<file path="config.mk">
export PLATFORM = sky130hd
export DESIGN_NAME = enemy_bullet_ctrl_flat
export DESIGN_NICKNAME = d
export VERILOG_FILES = /design/src/rtl/enemy_bullet_ctrl_if.sv /design/src/rtl/enemy_bullet_ctrl.sv /design/src/flat_wrapper.sv
export SDC_FILE = /design/constraint.sdc
export NUM_CORES = 1
export LEC_CHECK = 0
export ABC_AREA = 0
export CAP_MARGIN = 20
export CORE_UTILIZATION = 38
export CTS_CLUSTER_DIAMETER = 100
export DETAILED_ROUTE_END_ITERATION = 8
export PLACE_DENSITY = 0.61
export SLEW_MARGIN = 10
export SYNTH_ARGS = -nofsm -noshare
export SYNTH_HDL_FRONTEND = slang
export SYNTH_SLANG_ARGS = --single-unit
</file>
<file path="constraint.sdc">
create_clock -name clk -period 2.4 [get_ports clk]
set_input_delay 0.48 -clock clk [delete_from_list [all_inputs] [get_ports clk]]
set_output_delay 0.48 -clock clk [all_outputs]
set_load 0.01 [all_outputs]
</file>
<file path="src/rtl/enemy_bullet_ctrl_if.sv">
// Bundle between the enemy bullet controller and its environment (enemy, game state, collision judge).
// AIMED_SHOT_EN adds the player x position p_x.
interface enemy_bullet_ctrl_if;
    logic [9:0] enemy_x;
    logic [9:0] enemy_y;
    logic       enemy_alive;
    logic       fire_en;
    logic       hit_ack;
`ifdef AIMED_SHOT_EN
    logic [9:0] p_x;
`endif
    logic [9:0] eb_x;
    logic [9:0] eb_y;
    logic       eb_en;
    logic [7:0] shot_count;

    modport master (
`ifdef AIMED_SHOT_EN
        output p_x,
`endif
        output enemy_x, enemy_y, enemy_alive, fire_en, hit_ack,
        input  eb_x, eb_y, eb_en, shot_count
    );

    modport slave (
`ifdef AIMED_SHOT_EN
        input  p_x,
`endif
        input  enemy_x, enemy_y, enemy_alive, fire_en, hit_ack,
        output eb_x, eb_y, eb_en, shot_count
    );
endinterface

</file>
<file path="src/rtl/enemy_bullet_ctrl.sv">
// Enemy bullet: spawn under a live enemy, fall at a fixed tick rate, retire on exit/hit, then cool down.
// Optional AIMED_SHOT_EN: bullet x drifts one pixel per tick toward the player.
module enemy_bullet_ctrl #(
    parameter int STEP_DIV       = 250000,
    parameter int SPEED          = 4,
    parameter int COOLDOWN_TICKS = 30,
    parameter int Y_LIMIT        = 480,
    parameter int X_OFFSET       = 20,
    parameter int Y_OFFSET       = 40
) (
    input  logic                clk,
    input  logic                rst,
    enemy_bullet_ctrl_if.slave  eb_bus
);

    typedef enum logic [1:0] {
        ST_IDLE,
        ST_FLY,
        ST_COOL
    } state_t;

    localparam int TICK_W = $clog2(STEP_DIV);
    localparam int COOL_W = $clog2(COOLDOWN_TICKS + 1);

    state_t              r_state;
    state_t              w_next_state;
    logic [TICK_W-1:0]   r_tick_cnt;
    logic [COOL_W-1:0]   r_cool_cnt;
    logic [9:0]          r_eb_x;
    logic [9:0]          r_eb_y;
    logic [7:0]          r_shot_count;
    logic                w_eb_en;
    logic                w_tick;
    logic [10:0]         w_spawn_y;
    logic [10:0]         w_step_y;
    logic                w_can_fire;
    logic                w_hits_bottom;
    logic                w_cool_done;

    assign w_tick        = (r_tick_cnt == TICK_W'(STEP_DIV - 1));
    // Both sums are 11 bits so a position near 1023 cannot wrap past the bound.
    assign w_spawn_y     = {1'b0, eb_bus.enemy_y} + 11'(Y_OFFSET);
    assign w_step_y      = {1'b0, r_eb_y} + 11'(SPEED);
    assign w_can_fire    = eb_bus.fire_en && eb_bus.enemy_alive && (w_spawn_y < 11'(Y_LIMIT));
    assign w_hits_bottom = (w_step_y >= 11'(Y_LIMIT));
    assign w_cool_done   = w_tick && (r_cool_cnt == COOL_W'(COOLDOWN_TICKS - 1));

    // NOTE: sequential state uses non-blocking assignments so every flop samples pre-edge values.
    always_ff @(posedge clk) begin
        if (rst) begin
            r_tick_cnt <= '0;
        end else if (w_tick) begin
            r_tick_cnt <= '0;
        end else begin
            r_tick_cnt <= r_tick_cnt + 1'b1;
        end
    end

    always_ff @(posedge clk) begin
        if (rst) begin
            r_state <= ST_IDLE;
        end else begin
            r_state <= w_next_state;
        end
    end

    // NOTE: next state defaults to the current state so no path through this block infers a latch.
    always_comb begin
        w_next_state = r_state;
        unique case (r_state)
            ST_IDLE: begin
                if (w_can_fire) w_next_state = ST_FLY;
            end
            ST_FLY: begin
                if (!eb_bus.fire_en)                w_next_state = ST_IDLE;
                else if (eb_bus.hit_ack)            w_next_state = ST_COOL;
                else if (w_tick && w_hits_bottom)   w_next_state = ST_COOL;
            end
            ST_COOL: begin
                if (!eb_bus.fire_en)                w_next_state = ST_IDLE;
                else if (w_cool_done)               w_next_state = ST_IDLE;
            end
            default: w_next_state = ST_IDLE;
        endcase
    end

    always_comb begin
        w_eb_en = (r_state == ST_FLY);
    end

`ifdef AIMED_SHOT_EN
    logic [9:0] w_aim_x;
    assign w_aim_x = eb_bus.p_x + 10'(X_OFFSET);
`endif

    always_ff @(posedge clk) begin
        if (rst) begin
            r_eb_x       <= '0;
            r_eb_y       <= '0;
            r_shot_count <= '0;
            r_cool_cnt   <= '0;
        end else begin
            unique case (r_state)
                ST_IDLE: begin
                    if (w_can_fire) begin
                        r_eb_x       <= eb_bus.enemy_x + 10'(X_OFFSET);
                        r_eb_y       <= w_spawn_y[9:0];
                        r_shot_count <= r_shot_count + 1'b1;
                    end
                end
                ST_FLY: begin
                    // Abort leaves position untouched; hit and bottom exit share one cooldown.
                    if (!eb_bus.fire_en) begin
                        r_cool_cnt <= '0;
                    end else if (eb_bus.hit_ack) begin
                        r_cool_cnt <= '0;
                    end else if (w_tick) begin
                        if (w_hits_bottom) begin
                            r_cool_cnt <= '0;
                        end else begin
                            r_eb_y <= w_step_y[9:0];
`ifdef AIMED_SHOT_EN
                            if (r_eb_x < w_aim_x)      r_eb_x <= r_eb_x + 1'b1;
                            else if (r_eb_x > w_aim_x) r_eb_x <= r_eb_x - 1'b1;
`endif
                        end
                    end
                end
                ST_COOL: begin
                    if (eb_bus.fire_en && w_tick) r_cool_cnt <= r_cool_cnt + 1'b1;
                end
                default: r_cool_cnt <= '0;
            endcase
        end
    end

    assign eb_bus.eb_x       = r_eb_x;
    assign eb_bus.eb_y       = r_eb_y;
    assign eb_bus.eb_en      = w_eb_en;
    assign eb_bus.shot_count = r_shot_count;

endmodule

</file>
<file path="src/flat_wrapper.sv">
// flat-port wrapper written by rule: the top's interface ports become plain ports
module enemy_bullet_ctrl_flat 
#(
    parameter int STEP_DIV       = 250000,
    parameter int SPEED          = 4,
    parameter int COOLDOWN_TICKS = 30,
    parameter int Y_LIMIT        = 480,
    parameter int X_OFFSET       = 20,
    parameter int Y_OFFSET       = 40
)
  (clk, rst, eb_bus_enemy_x, eb_bus_enemy_y, eb_bus_enemy_alive, eb_bus_fire_en, eb_bus_hit_ack, eb_bus_eb_x, eb_bus_eb_y, eb_bus_eb_en, eb_bus_shot_count);
  enemy_bullet_ctrl_if eb_bus_i ();
  input  logic clk;
  input  logic rst;
  input wire logic [$bits(eb_bus_i.enemy_x)-1:0] eb_bus_enemy_x;
  input wire logic [$bits(eb_bus_i.enemy_y)-1:0] eb_bus_enemy_y;
  input wire logic [$bits(eb_bus_i.enemy_alive)-1:0] eb_bus_enemy_alive;
  input wire logic [$bits(eb_bus_i.fire_en)-1:0] eb_bus_fire_en;
  input wire logic [$bits(eb_bus_i.hit_ack)-1:0] eb_bus_hit_ack;
  output wire logic [$bits(eb_bus_i.eb_x)-1:0] eb_bus_eb_x;
  output wire logic [$bits(eb_bus_i.eb_y)-1:0] eb_bus_eb_y;
  output wire logic [$bits(eb_bus_i.eb_en)-1:0] eb_bus_eb_en;
  output wire logic [$bits(eb_bus_i.shot_count)-1:0] eb_bus_shot_count;
  assign eb_bus_i.enemy_x = eb_bus_enemy_x;
  assign eb_bus_i.enemy_y = eb_bus_enemy_y;
  assign eb_bus_i.enemy_alive = eb_bus_enemy_alive;
  assign eb_bus_i.fire_en = eb_bus_fire_en;
  assign eb_bus_i.hit_ack = eb_bus_hit_ack;
  assign eb_bus_eb_x = eb_bus_i.eb_x;
  assign eb_bus_eb_y = eb_bus_i.eb_y;
  assign eb_bus_eb_en = eb_bus_i.eb_en;
  assign eb_bus_shot_count = eb_bus_i.shot_count;
  enemy_bullet_ctrl #(.STEP_DIV(STEP_DIV), .SPEED(SPEED), .COOLDOWN_TICKS(COOLDOWN_TICKS), .Y_LIMIT(Y_LIMIT), .X_OFFSET(X_OFFSET), .Y_OFFSET(Y_OFFSET)) u_core (.clk(clk), .rst(rst), .eb_bus(eb_bus_i));
endmodule
</file>
### Word-level counts from Yosys, hierarchy flattened

Index checks and enable logic that the tools add are counted.

* equal/unequal tests: 14
* bitwise operators: 1
* multiply operators: 0
* reductions and logical operators: 12
* divide/modulo/power cells: 0
* order comparisons: 2
* muxes and demuxes: 19
* shifts and indexed selects: 0
* add/sub/neg operators: 6

Operators with widths (count)
* 10-bit two-way mux: 5
* 5-bit two-way mux: 5
* 10-bit one-hot mux with 2 select lines: 1
* 18-bit by 1-bit adder with 18-bit output, second input constant: 1
* 18-bit == test, second input constant: 1
* 5-bit one-hot mux with 3 select lines: 1
* 2-bit two-way mux: 6
* 4-bit by 3-bit inequality test with 1-bit output, second input constant: 3
* 10-bit by 3-bit adder with 11-bit output, second input constant: 1
* 10-bit by 6-bit adder with 11-bit output, second input constant: 1
* 11-bit by 9-bit greater-or-equal comparator with 1-bit output, second input constant: 1
* 11-bit by 9-bit less-than comparator with 1-bit output, second input constant: 1
* 10-bit by 5-bit adder with 10-bit output, second input constant: 1
* 8-bit by 1-bit adder with 8-bit output, second input constant: 1
* 2-bit by 1-bit inequality test with 1-bit output, second input constant: 3
* 2-bit inequality test, second input constant: 3
* 2-bit one-hot mux with 3 select lines: 1
* 6-bit AND reduction: 1
* 5-bit by 1-bit adder with 5-bit output, second input constant: 1
* 5-bit == test, second input constant: 1
* 1-bit logical AND: 5
* 4-bit AND reduction: 1
* 3-bit by 2-bit inequality test with 1-bit output, second input constant: 1
* 3-bit AND reduction: 1
* 7 further kinds: 7

* latch bits: 0
* register bits: 53
* bits in writable memories: 0
* input bits: 25
* memories: 0
* bits in read-only memories: 0

### Longest topological paths before layout

Gate-level depths: netlist of the first run.

* depth in word-level cells: 7
* depth in mapped cells: 9
* depth with buffers taken out: 7

### Worst setup path before layout of the first run

OpenSTA, ideal clock, no wires.

* path type: input to register
* start: in eb_bus_enemy_y[3]
* end: reg u_core.r_state[0]
* library setup time: 133 ps
* data arrival time: 1958 ps
* stages: 7
* data required time: 2267 ps
* path slack: 308 ps
* path through: ha_1 -> or2_2 -> o311ai_2 -> nor2_1 -> buf_2 -> a31oi_1 -> a211oi_1

* cells in the longest elaborated chain, start to end: 5

Ends and longest elaborated chain
* start: declaration: RTL line flat_wrapper.sv:16 `input wire logic [$bits(eb_bus_i.enemy_y)-1:0] eb_bus_enemy_y;`
* 10-bit by 6-bit adder with 11-bit output: RTL line enemy_bullet_ctrl.sv:42 `assign w_spawn_y = {1'b0, eb_bus.enemy_y} + 11'(Y_OFFSET);`
* 11-bit by 9-bit less-than comparator with 1-bit output: RTL line enemy_bullet_ctrl.sv:44 `assign w_can_fire = eb_bus.fire_en && eb_bus.enemy_alive && (w_spawn_y < 11'(Y_LIMIT));`
* 1-bit logical AND: RTL line enemy_bullet_ctrl.sv:44
* 2-bit by 1-bit inequality test with 1-bit output (no source line)
* 3-bit AND reduction (no source line)
* end signal: assignment: RTL line enemy_bullet_ctrl.sv:63 `r_state <= w_next_state;`
* end: declaration: RTL line enemy_bullet_ctrl.sv:25 `state_t r_state;`

Every way passes these cells.
A chain may end at the register's enable or synchronous reset.

### Worst setup path in the final report of the first run

* start: in eb_bus_enemy_y[3]
* end: reg u_core.r_eb_x[0] (netlist: u_core.eb_bus.eb_x[0])

* cells in the longest elaborated chain, start to end: 4

Ends and longest elaborated chain
* 10-bit by 6-bit adder with 11-bit output: RTL line enemy_bullet_ctrl.sv:42
* 11-bit by 9-bit less-than comparator with 1-bit output: RTL line enemy_bullet_ctrl.sv:44
* 1-bit logical AND: RTL line enemy_bullet_ctrl.sv:44
* 2-bit AND reduction (no source line)
* end signal: assignment: RTL line enemy_bullet_ctrl.sv:106 `r_eb_x <= eb_bus.enemy_x + 10'(X_OFFSET);`
* end: declaration: RTL line enemy_bullet_ctrl.sv:29 `logic [9:0] r_eb_x;`

Every way passes these cells.

==> results.yml, run 1 <==
synthesis:
  async_flop_share: 0
  ys_seq_elements: 53
  syn-num-nets: 358
  synth_area_mm2: 0.00279
  yosys_warnings: 0
  ys.flop_type: "dfxtp_1"
  yosysSeqAreaShare: 0.381
  syn_area_per_cell_um2: 8.55
  synth_edf_count: 0
  synthCells: 326
  synth_cell_types: 59
sta:
  fin_crit_ns: 2.27
  timing.slew.headroom: 0.719
  finalSetupViolations: 0
  whs_ns: 0.453
  clock_skew_ns: 0.0137
  hold_viol_final: 0
  post-route-period-util: 0.945
  worst_slack_ns: 0.131
  fmax_mhz: 441
  rsz0062_at_grt: "yes"
  worst_slew_pin_slew_ns: 0.421
  finalMaxSlewViolations: 0
route:
  drtIter0Drc: 74
  wl_met1_um: 3020
  drt-total-wl_um: 6360
  met3WireLength_um: 331
  dr.max_layer_used: "met4"
  drc: 0
  dr_wl_met2_um: 2960
  firstDrtPassIters: 4
  vias_per_cell: 5.23
  vias: 2565
  ant_nets: 0
  wl_per_cell_um: 13.0
die:
  chipHeight_um: 87.6
  initial_core_util: 0.401
  rows: 30
  boundaryPins: 54
  core_mm2: 0.00694
  die_w_um: 87.6
  dieArea_mm2: 0.00768
finish:
  regArea_mm2: 0.00106
  final_area_mm2: 0.00368
  mostFrequentLayoutCells: "clkdlybuf4s50_1 (53), dfxtp_1 (53), nor2_1 (48)"
  area_growth_pct: 31.9
  fin_nets: 426
  drive_gt1_frac: 0.112
  multi_input_area_mm2: 0.00164
  fill_cells: 693
  antennaDiodeCount: 0
setup_path:
  cp_max_fo: 19
  worstSetupPathType: "input pin to register"
  critPathCaptureType: "register"
  critical_path.startpoint_type: "input pin"
  reg2reg_slack_ns: 0.15
  reg2reg_depth: 6
  arrival_ns: 2.47
  r2r-end: "u_core.r_cool_cnt[2]"
  cp.required_ns: 2.60
  reg2reg_from: "u_core.r_tick_cnt[11]"
placement:
  hpwl_um: 4690
  portBuffers: 53
  pre_cts_slack_ns: -0.194
  postPlaceCellArea_mm2: 0.00355
  routabilityCongestion: 0.841
global_route:
  grt_pass1_vias: 2362
  grt_first_pass_wirelength_um: 10600
  grt_antenna_before_repair: 0
  grt_max_degree: 32
  grt_usage: 0.174
  grt-ovfl-total: 0
cts:
  cts_max_level: 2
  cts_buffers: 5
  clock_latency_ns: 0.31
  cts.sinks: 53
  path_clk_slew_ns: 0.09
  cts_tree: "yes"
  root_buffer: "clkbuf_8"
  clock_path_buffers: 2
  ctsHoldBuffers: 0
run:
  maxCapViolations: 0
power:
  leakagePower_nw: 1.27
  power_mw: 1.77
  vdd_ir_drop_max_uv: 313
  power.density_mw_per_mm2: 480
outcome:
  status: "complete, no violations"
min_path:
  worst_hold_path_type: "register to register"
  hold_path_startpoint: "u_core.r_tick_cnt[0]"
  whs_path_depth: 1
  min_to: "u_core.r_tick_cnt[0]"
## routing by layer
layer,track usage,up-vias
met2,0.294,57
met3,0.0424,4
li1,-,1296
met4,0.0477,0
met5,0,-
met1,0.220,1208
## per-stage QoR
stage	utilization	setup TNS, ns	std cells
floorplan	-	0	326
CTS	0.527	0	490
finish	0.529	0	490
detailed placement	0.511	-3.50	483
global route	0.529	0	490
global placement	0.511	-2.57	483
## registers in the layout, summed over array words and instances (netlist names)
name                      flops
u_core.eb_bus.eb_x           10
u_core.eb_bus.eb_y           10
u_core.eb_bus.shot_count      8
u_core.r_cool_cnt             5
u_core.r_state                2
u_core.r_tick_cnt            18
## report_power, final
part	internal, mW	switching (mW)
Sequential	0.899	0.0164
Combinational	0.130	0.116
Clock	0.309	0.295
## worst max path at each step
| stage | slack, ns | depth (start not counted) | end | from |
|---|---|---|---|---|
| 2_1_floorplan | 0.31 | 7 | u_core.r_state[0] | eb_bus_enemy_y[3] |
| 3_3_place_gp | -0.21 | 7 | u_core.eb_bus.eb_y[2] | eb_bus_enemy_y[3] |
| 3_5_place_dp | -0.19 | 7 | u_core.eb_bus.eb_y[2] | eb_bus_enemy_y[3] |
| 4_1_cts | 0.12 | 7 | u_core.eb_bus.eb_y[7] | u_core.eb_bus.eb_y[2] |
| 5_1_grt | 0.01 | 6 | u_core.eb_bus.eb_y[7] | u_core.r_tick_cnt[11] |
| 6_report | 0.13 | 9 | u_core.eb_bus.eb_x[0] | eb_bus_enemy_y[3] |
## cell usage after synthesis (all sizes together), types with 2 or more instances
cell type | n | area, µm²
o21ai | 8 | 43.8
nor2b | 2 | 12.5
and4 | 2 | 17.5
nor2 | 49 | 184
nand2 | 30 | 113
a211oi | 7 | 52.6
nor4 | 4 | 25.0
a21oi | 10 | 50.1
or2 | 2 | 12.5
o31ai | 2 | 15.0
inv | 8 | 30.0
nor3 | 12 | 60.1
a32o | 2 | 20.0
and3 | 5 | 32.5
xnor2 | 20 | 175
a31oi | 2 | 12.5
o41ai | 2 | 25.0
nand4 | 10 | 62.6
dfxtp | 53 | 1060
or2b | 2 | 17.5
nand2b | 2 | 12.5
o211ai | 2 | 15.0
o22ai | 2 | 18.8
a31o | 2 | 17.5
a211o | 2 | 17.5
ha | 7 | 87.6
nand3 | 18 | 95.1
nor4b | 5 | 43.8
mux2i | 8 | 80.1
xor2 | 14 | 123
o32ai | 3 | 33.8
buf | 6 | 35.0
clkbuf | 7 | 36.3
## cell type report
cell class,count,area share
Clock buffer,5,0.0187
Sequential cell,53,0.289
Multi-Input combinational cell,252,0.447
Tap cell,96,0.0327
Clock inverter,2,0.0106
Timing Repair Buffer,74,0.194
Inverter,8,0.00817
## kinds of logic after synthesis
| kind of cell | after synthesis | share of synthesized area |
|---|---|---|
| compound gates | 52 | 0.142 |
| xor+xnor | 34 | 0.107 |
| fa+ha+maj | 7 | 0.0314 |
| buf+inv | 21 | 0.0364 |
| flops | 53 | 0.381 |
| mux | 8 | 0.0287 |
| simple gates | 151 | 0.273 |
## what timing repair did
item                                   in CTS  in global routing
endpoints found under the hold margin       0                  0
buffers inserted                            0                  0
setup endpoints to repair                   0                  3
gates resized for setup                     0                  3
## worst max-delay path, stage by stage
cell and delay [ns]:
clkdlybuf4s50_1 0.47, ha_1 0.26, or2_2 0.32, o311ai_4 0.29, buf_4 0.22, nor2_2 0.06
buf_12 0.15, mux2i_1 0.15, nor2_1 0.06
(Power assumes the default switching activity.)
==> run 2: changes to the inputs <==
--- a/config.mk
+++ b/config.mk
@@ -10,7 +10,6 @@
 export CORE_UTILIZATION = 38
 export CTS_CLUSTER_DIAMETER = 100
 export DETAILED_ROUTE_END_ITERATION = 8
-export PLACE_DENSITY = 0.61
 export SLEW_MARGIN = 10
 export SYNTH_ARGS = -nofsm -noshare
 export SYNTH_HDL_FRONTEND = slang
==> run 2 against run 1 <==
  * Core utilization decreased by 0.41 points
  * Combinational power down 2%
  * Sequential share of layout area increased by 0.23 points
  * Worst hold slack improved by 0.0030 ns
  * Cell area down 0.78%
  * Via count is 2.5% lower
  * Global-route usage about the same
  * Register-to-register slack worse by 0.02 ns
  * Total power shrank 5.5%
  * Routed wire length rose by 0.36%
  * Critical endpoint is now u_core.r_cool_cnt[2]
  * Largest power group unchanged
==> results.yml, run 2 (synthesized netlist as in run 1, its figures left out) <==
cts:
  path_clk_slew_ns: 0.10
  cts_max_level: 2
  clock_path_buffers: 2
  cts_tree: "yes"
  root_buffer: "clkbuf_8"
  clock_latency_ns: 0.31
  ctsHoldBuffers: 0
  cts_resized: 0
  cts_buffers: 5
  post-cts-setup-buffer-count: 0
  cts.sinks: 53
placement:
  hpwl_um: 4690
  routabilityCongestion: 0.828
  pre_cts_slack_ns: -0.160
  portBuffers: 53
sta:
  worst_slew_pin_slew_ns: 0.430
  finalMaxSlewViolations: 0
  fmax_mhz: 441
  finalSetupViolations: 0
  worst_slack_ns: 0.133
  post-route-period-util: 0.945
  timing.slew.headroom: 0.713
  whs_ns: 0.457
  hold_viol_final: 0
  clock_skew_ns: 0.00560
  fin_crit_ns: 2.27
finish:
  antennaDiodeCount: 0
  drive_gt1_frac: 0.116
  fin_nets: 427
  mostFrequentLayoutCells: "clkdlybuf4s50_1 (53), dfxtp_1 (53), nor2_1 (48)"
  fill_cells: 671
  area_growth_pct: 30.9
  largest_reg_flops: 18
  largest_register: "u_core.r_tick_cnt"
global_route:
  met2_usage: 0.298
  grt_first_pass_wirelength_um: 10600
  grt_max_degree: 21
  grt_usage: 0.174
  grt-ovfl-total: 0
  use_met3: 0.0349
  top_usage_layer: "met2"
  grt_antenna_before_repair: 0
  met1_usage: 0.221
  grt_pass1_vias: 2304
setup_path:
  crit_chain: "or4b_1 > nor3_1 > and4b_1 > a31oi_1 > and2_4 > a311o_1"
  r2r-end: "u_core.r_cool_cnt[2]"
  reg2reg_depth: 6
  reg2reg_from: "u_core.r_tick_cnt[11]"
  startpoint: "u_core.r_tick_cnt[11]"
  cp.required_ns: 2.60
  cp_max_fo: 7
  arrival_ns: 2.47
  worstSetupPathType: "register to register"
  max_stage_delay_ns: 0.58
  slowest_stage: "or4b_1"
  critPathCapture: "u_core.r_cool_cnt[2]"
  reg2reg_slack_ns: 0.13
  critPathCaptureType: "register"
  critical_path.startpoint_type: "register"
power:
  leakagePower_nw: 1.25
  power.density_mw_per_mm2: 457
  vdd_ir_drop_max_uv: 284
route:
  ant_nets: 0
  drt-total-wl_um: 6390
  drc: 0
  firstDrtPassIters: 4
  vias: 2502
  vias_per_cell: 5.09
  drtIter0Drc: 70
  wl_per_cell_um: 13.0
die:
  dieArea_mm2: 0.00768
  rows: 30
  initial_core_util: 0.401
  boundaryPins: 54
  chipHeight_um: 87.6
  die_w_um: 87.6
  core_mm2: 0.00694
run:
  maxCapViolations: 0
outcome:
  status: "complete, no violations"
min_path:
  worst_hold_path_type: "register to register"
==> run 2: power breakdown <==
group | internal, mW | switching [mW] | total (mW)
registers | 0.899 | 0.0176 | 0.917
clock network | 0.206 | 0.304 | 0.510
logic | 0.129 | 0.113 | 0.241
==> run 2: worst min-delay path by stage <==
stage,endpoint,slack [ns],cells after the start,from
2_1_floorplan,u_core.r_tick_cnt[0],0.42,1,u_core.r_tick_cnt[0]
3_3_place_gp,u_core.r_tick_cnt[0],0.43,1,u_core.r_tick_cnt[0]
3_5_place_dp,u_core.r_tick_cnt[0],0.45,1,u_core.r_tick_cnt[0]
4_1_cts,u_core.r_tick_cnt[0],0.46,1,u_core.r_tick_cnt[0]
5_1_grt,u_core.r_tick_cnt[0],0.49,1,u_core.r_tick_cnt[0]
6_report,u_core.r_tick_cnt[0],0.46,1,u_core.r_tick_cnt[0]
==> run 2: cell type report <==
cell class / instances / area [µm²] / area share
clock buffer: 6 / 72.6 / 0.0199
clock inverter: 2 / 15.0 / 0.00412
inverter: 8 / 30.0 / 0.00823
multi-input combinational: 252 / 1640 / 0.450
sequential: 53 / 1060 / 0.291
tap: 96 / 120 / 0.0329
timing repair buffer: 75 / 708 / 0.194
==> run 2: through the flow <==
step	setup TNS, ns	std cells	util	area, µm²	power [mW]
after floorplan	0	326	-	2790	1.05
after global placement	-2.24	484	0.511	3550	1.18
after detailed placement	-2.20	484	0.511	3550	1.18
after CTS	0	492	0.523	3630	1.70
after global routing	-0.0439	492	0.525	3650	1.75
final	0	492	0.525	3650	1.67
==> run 2: critical path: cells and delay by family (launching register included) <==
family / cells / cell delay [ns]
AOI/OAI and AO/OA: 2 / 0.50
DFF: 1 / 0.34
and+or+nand+nor: 4 / 1.32
==> run 2: per-layer routing <==
metal	vias to the layer above	part of all wire
met5	-	0
met3	9	0.045
li1	1304	-
met4	0	0.018
met1	1136	0.48
met2	53	0.46
